**src/rtl/qupls_checkpoint_ctrl.sv**
```systemverilog
// Register-alias-table checkpoint controller for the Q+ rename stage.
// Checkpoints form a circular queue: one is allocated at the tail for each
// queued branch and retired at the head when that branch commits. A branch
// miss rolls the tail back to just past the missed branch and runs a short
// restore sequence that strobes the RAT to reload its map.
module qupls_checkpoint_ctrl #(
  parameter int unsigned NCHK           = 16,
  parameter int unsigned RESTORE_CYCLES = 2
) (
  input  logic                    clk,
  input  logic                    rst,
  input  logic                    alloc_req,
  output logic                    alloc_gnt,
  output logic [$clog2(NCHK)-1:0] alloc_cp,
  input  logic                    cmt_br,
  input  logic                    miss,
  input  logic [$clog2(NCHK)-1:0] miss_cp,
  output logic [$clog2(NCHK)-1:0] cndx,
  output logic                    restore,
  output logic [$clog2(NCHK)-1:0] restore_cp,
  output logic                    busy,
  output logic                    stallq,
  output logic [$clog2(NCHK):0]   count,
  output logic                    err
);

  localparam int unsigned W = $clog2(NCHK);

  typedef enum logic [1:0] {
    IDLE,
    RESTORE,
    RESUME
  } state_t;

  state_t         state;
  logic [W-1:0]   head;
  logic [W-1:0]   tail;
  logic [2:0]     timer;

  logic           commit;
  logic [W-1:0]   head_nxt;
  logic [W:0]     count_cmt;
  logic [W-1:0]   age;
  logic [W-1:0]   rcp_age;
  logic           miss_valid;
  logic           miss_take;

  // Miss ages are measured from the head as it stands after a same-cycle
  // commit, so the age range [0, count_cmt) covers exactly the branches that
  // are still outstanding once that commit has retired the oldest one.
  always_comb begin
    commit     = cmt_br && (count != '0);
    head_nxt   = head + W'(commit);
    count_cmt  = count - (W+1)'(commit);
    age        = miss_cp - head_nxt;
    rcp_age    = restore_cp - head_nxt;
    miss_valid = miss && ({1'b0, age} < count_cmt);
    miss_take  = miss_valid && ((state != RESTORE) || (age < rcp_age));
  end

  // Grant and stall decisions are made combinationally from current state.
  always_comb begin
    alloc_gnt = alloc_req && (state == IDLE) && (count < (W+1)'(NCHK)) && !miss;
    alloc_cp  = tail;
    stallq    = (alloc_req && !alloc_gnt) || (state != IDLE);
    busy      = (state != IDLE);
  end

  // Queue pointers, restore sequencing and sticky error tracking.
  always_ff @(posedge clk) begin
    if (rst) begin
      state      <= IDLE;
      head       <= '0;
      tail       <= '0;
      count      <= '0;
      timer      <= '0;
      cndx       <= '0;
      restore    <= 1'b0;
      restore_cp <= '0;
      err        <= 1'b0;
    end else begin
      restore <= 1'b0;
      head    <= head_nxt;
      if ((cmt_br && (count == '0)) || (miss && !miss_valid))
        err <= 1'b1;
      if (miss_take) begin
        // The missed branch itself stays outstanding; everything younger
        // is discarded by pulling the tail back behind it.
        tail       <= miss_cp + W'(1);
        count      <= {1'b0, age} + (W+1)'(1);
        cndx       <= miss_cp;
        restore_cp <= miss_cp;
        restore    <= 1'b1;
        state      <= RESTORE;
        timer      <= 3'(RESTORE_CYCLES - 1);
      end else begin
        if (alloc_gnt) begin
          tail <= tail + W'(1);
          cndx <= tail;
        end
        count <= count_cmt + (W+1)'(alloc_gnt);
        case (state)
          RESTORE: begin
            if (timer == '0)
              state <= RESUME;
            else
              timer <= timer - 3'd1;
          end
          RESUME:  state <= IDLE;
          default: ;
        endcase
      end
    end
  end

endmodule

```
**config.mk**
```make
export PLATFORM = sky130hd
export DESIGN_NAME = qupls_checkpoint_ctrl
export DESIGN_NICKNAME = d
export VERILOG_FILES = /design/src/rtl/qupls_checkpoint_ctrl.sv
export SDC_FILE = /design/constraint.sdc
export NUM_CORES = 1
export LEC_CHECK = 0
export ABC_AREA = 1
export ABC_CLOCK_PERIOD_IN_PS = 5060
export CAP_MARGIN = 20
export CORE_MARGIN = 3
export CORE_UTILIZATION = 53
export DETAILED_ROUTE_END_ITERATION = 10
export GPL_TIMING_DRIVEN = 0
export PLACE_DENSITY = 0.8
export SLEW_MARGIN = 20
export SYNTH_ARGS = -nofsm -noshare
export SYNTH_HDL_FRONTEND = slang
export SYNTH_SLANG_ARGS = --single-unit
```
**constraint.sdc**
```tcl
create_clock -name clk -period 5.06 [get_ports clk]
set_input_delay 0.506 -clock clk [delete_from_list [all_inputs] [get_ports clk]]
set_output_delay 0.506 -clock clk [all_outputs]
set_load 0.03 [all_outputs]
```
==> run summary <==
Startpoint of the worst setup timing path: count[3]. The layout cell share with drive strength beyond 1 came out at 0.0866. The tools report the post-CTS setup repair buffer count as 0. Across the run, the number of max-cap violations was 0.

Setup violations remaining at the end of the flow were counted as 0. Number of distinct library cells after synthesis: 31. The fraction of the yosys area taken by sequential cells was 0.310. For the via total after detailed routing, the log shows 1589. The die covers 0.00415 mm2. By instance count, the leading cell after synthesis is sky130_fd_sc_hd__nand2_1.

Static timing analysis puts the maximum clock frequency at 0.240 GHz. The congestion estimate from routability-driven global placement came to 0.843. Average cell area after synthesis: 7.40 um2. STA puts the critical path data required time at 5.29 ns.

The run gives 0 as the initial antenna violation count. The first-pass GRT wire length came out at 6670 um. Final sum of negative setup slack: 0 ns.

The run gives 274 as the number of nets produced by synthesis. Total power for the finished layout comes to 1700 uW. Number of instances in the synthesized netlist: 244.

The run finished with clean final reports. By area the synthesized netlist is led by sky130_fd_sc_hd__dfxtp_1 (31%), sky130_fd_sc_hd__ha_1 (15%), sky130_fd_sc_hd__nand2_1 (11%), sky130_fd_sc_hd__inv_1 (8.3%), sky130_fd_sc_hd__xor2_1 (5.3%). The synthesized design contains 0 enable-type register cells. Summed over all cells, the static leakage comes to 0.00104 uW. The largest driver fanout on the critical path is 10. Setup repair after global routing left no endpoint under its margin. The shortest period the worst path allows was 4.16 ns. The wire length per cell came out at 11.6 um. The number of clock buffers added by TritonCTS is 3. The commonest cells after synthesis are sky130_fd_sc_hd__nand2_1 (53), sky130_fd_sc_hd__inv_1 (40), sky130_fd_sc_hd__dfxtp_1 (28).

The analysis attributes to net switching a power of 857 uW. The logs give 839 uW for the internal cell power and 0.205 for the sequential power share. The run gives 0 as the number of hold buffers added after CTS. At the pin with the least slew margin, the transition time is 0.493 ns. For this run, the post-layout net count is 308. The share of the synthesized area in the top cell type is 0.310, and the half-perimeter wire length of the detailed placement result is 3030 um. Dividing the detail-routed via count by the number of cells gives 4.95. The CTS H-tree depth came out at 1. In this run the standard cell core region covers 0.00315 mm2. The run gives 28 as the clock net sink count.

Kind of start point of the critical path: a flop. The source of the worst hold timing path was timer[1]. The share of the clock period used by the worst path after layout works out to 0.822. For the power share of the clock group, the log shows 0.088. The share of async-settable or async-resettable flops after synthesis works out to 0.

Final number of max-transition violations: 0. The worst reg2reg path startpoint was count[3]. The tools report the post-synthesis cell area as 0.00181 mm2. The maximum number of pins on one net before global-route repair was 17; the first-pass detailed-route iteration total was 4. The maximum resistive drop on vdd was 0.364 mV; the total length of routed wires was 3720 um. The number of placed I/O pins was 31.

The quantity of gates resized following cts is 0, and the initial cell density of the core is 0.573. Measured in cells, the most critical reg-to-reg path has a length of 20. For the worst-case clock skew, the log shows 0.0113 ns.

For this design the ratio of total power to cell area is 770 mW/mm2. Clock tree root driver cell: sky130_fd_sc_hd__clkbuf_4. Counting flops and latches in the post-synthesis netlist gives 28. The detailed router finished its first iteration with 99 violations. The leading register cell type out of synthesis was sky130_fd_sc_hd__dfxtp_1.

From synthesis to final layout, the design area changed by 22.0%. The type of destination of the critical path is a flop. The biggest area contributor in the post-synthesis netlist is sky130_fd_sc_hd__dfxtp_1. The maximum count of clock buffers along a single path is 2, and the DRC violations left is 0.

For the antenna diode instance count, the log shows 0. The worst hold path passes through 2 cells. Data arrives at the worst endpoint at 4.39 ns. The worst min-delay path class was flop to flop. TritonCTS built the clock tree. The count of port buffers added during placement was 29; the number of global-route vias before repair was 1556.

The relative slew slack was 0.669; the clock latency reported for the late side of the worst-skew pair was 0.34 ns. The switching power share of the total was 0.505. The total count of hold-check failures in the final report is 0, and the global-route usage over all layers is 0.199. The die is 64.4 um wide. The run gives 20 as the row count. The combinational group share of total power is 0.708. The vertical die dimension was 64.4 um. Once detail routing completed, the nets flagged for antenna violations numbered 0. The total overflow left after global routing is 0. After clock tree synthesis, the clock-pin slew on the worst setup and hold paths is 0.15 ns. The critical path class is flop to flop. The run gives 0 as the synthesis warning total.
-- worst paths after layout --
kind         endpoint  slack, ns
max          count[3]       0.90
min          timer[1]       0.47
max reg2reg  count[3]       0.90
min reg2reg  timer[1]       0.47
-- through the flow --
step                      area [um2]  utilization  hold slack (ns)  setup WS [ns]  cells
after floorplan                 1810            -            0.441           1.34    244
after global placement          2150        0.683            0.449          0.635    317
after detailed placement        2150        0.683            0.457          0.583    317
after CTS                       2200        0.699            0.477          0.892    321
after global routing            2200        0.699            0.508          0.493    321
final                           2200        0.699            0.473          0.902    321
-- worst max-delay path: stages, from the launching register on --
cell and delay [ns]:
sky130_fd_sc_hd__dfxtp_1 0.36, sky130_fd_sc_hd__nor2_1 0.15, sky130_fd_sc_hd__nand3_1 0.13, sky130_fd_sc_hd__nand2_1 0.08, sky130_fd_sc_hd__inv_1 0.06, sky130_fd_sc_hd__ha_1 0.21
sky130_fd_sc_hd__ha_1 0.19, sky130_fd_sc_hd__xnor2_1 0.30, sky130_fd_sc_hd__ha_1 0.32, sky130_fd_sc_hd__a31oi_1 0.32, sky130_fd_sc_hd__xor2_1 0.32, sky130_fd_sc_hd__ha_1 0.30
sky130_fd_sc_hd__a21oi_1 0.13, sky130_fd_sc_hd__nand2_1 0.13, sky130_fd_sc_hd__a21oi_4 0.29, sky130_fd_sc_hd__nand2_4 0.09, sky130_fd_sc_hd__buf_6 0.16, sky130_fd_sc_hd__inv_1 0.11
sky130_fd_sc_hd__nor2_1 0.08, sky130_fd_sc_hd__inv_1 0.23, sky130_fd_sc_hd__o21ai_1 0.10
-- placed cells by master, fill, tap and decap left out, types with 2 or more instances in the layout --
master | netlist | layout
sky130_fd_sc_hd__inv_2 | 2 | 2
sky130_fd_sc_hd__or2_2 | 3 | 3
sky130_fd_sc_hd__nand2_1 | 53 | 53
sky130_fd_sc_hd__inv_1 | 40 | 40
sky130_fd_sc_hd__xor2_1 | 11 | 11
sky130_fd_sc_hd__a21oi_1 | 15 | 15
sky130_fd_sc_hd__o21ai_0 | 5 | 5
sky130_fd_sc_hd__nand2_2 | 4 | 4
sky130_fd_sc_hd__clkbuf_1 | 2 | 2
sky130_fd_sc_hd__xnor2_1 | 4 | 4
sky130_fd_sc_hd__nand3_1 | 13 | 13
sky130_fd_sc_hd__a31oi_1 | 3 | 3
sky130_fd_sc_hd__o22ai_1 | 4 | 4
sky130_fd_sc_hd__ha_1 | 21 | 21
sky130_fd_sc_hd__clkbuf_4 | 0 | 3
sky130_fd_sc_hd__nand2_4 | 3 | 3
sky130_fd_sc_hd__clkdlybuf4s50_1 | 0 | 29
sky130_fd_sc_hd__dfxtp_1 | 28 | 28
sky130_fd_sc_hd__nor2_1 | 19 | 19
-- power by group through the flow --
| stage | clock network (uW) | registers [uW] | logic (uW) |
|---|---|---|---|
| after floorplan | 0 | 458 | 777 |
| after global placement | 0 | 352 | 1170 |
| after detailed placement | 0 | 353 | 1200 |
| after CTS | 151 | 348 | 1210 |
| after global routing | 159 | 357 | 1360 |
| final | 149 | 347 | 1200 |
-- state kept, by name, summed over array words and instances (netlist names) --
name        cells
timer           3
restore_cp      4
head            4
err             1
restore         1
state           2
alloc_cp        4
count           5
cndx            4
-- layout make-up --
class / instances / area [um2]
multi-input combinational: 171 / 1070
clock buffer: 3 / 22.5
tap: 44 / 55.1
fill: 275 / 948
buffer: 3 / 18.8
sequential: 28 / 561
clock inverter: 1 / 30.0
timing repair buffer: 29 / 290
inverter: 42 / 158
-- per-layer routing --
layer	GRT usage	share of wire	up-vias
li1	-	-	838
met1	0.274	0.49	709
met2	0.325	0.46	35
met3	0.0176	0.036	7
met4	0.0712	0.016	0
met5	0	0	-
-- logic make-up (layout without fill, tap and decap cells) --
family                   Yosys count  count (layout)  synth area share
AND/OR/NAND/NOR                  101             101             0.255
buffers and inverters             45              78            0.0976
AO/OA/AOI/OAI                     33              33             0.110
flip-flops                        28              28             0.310
adder cells (fa/ha/maj)           21              21             0.145
XOR/XNOR                          16              16            0.0817
(Power assumes the default switching activity.)
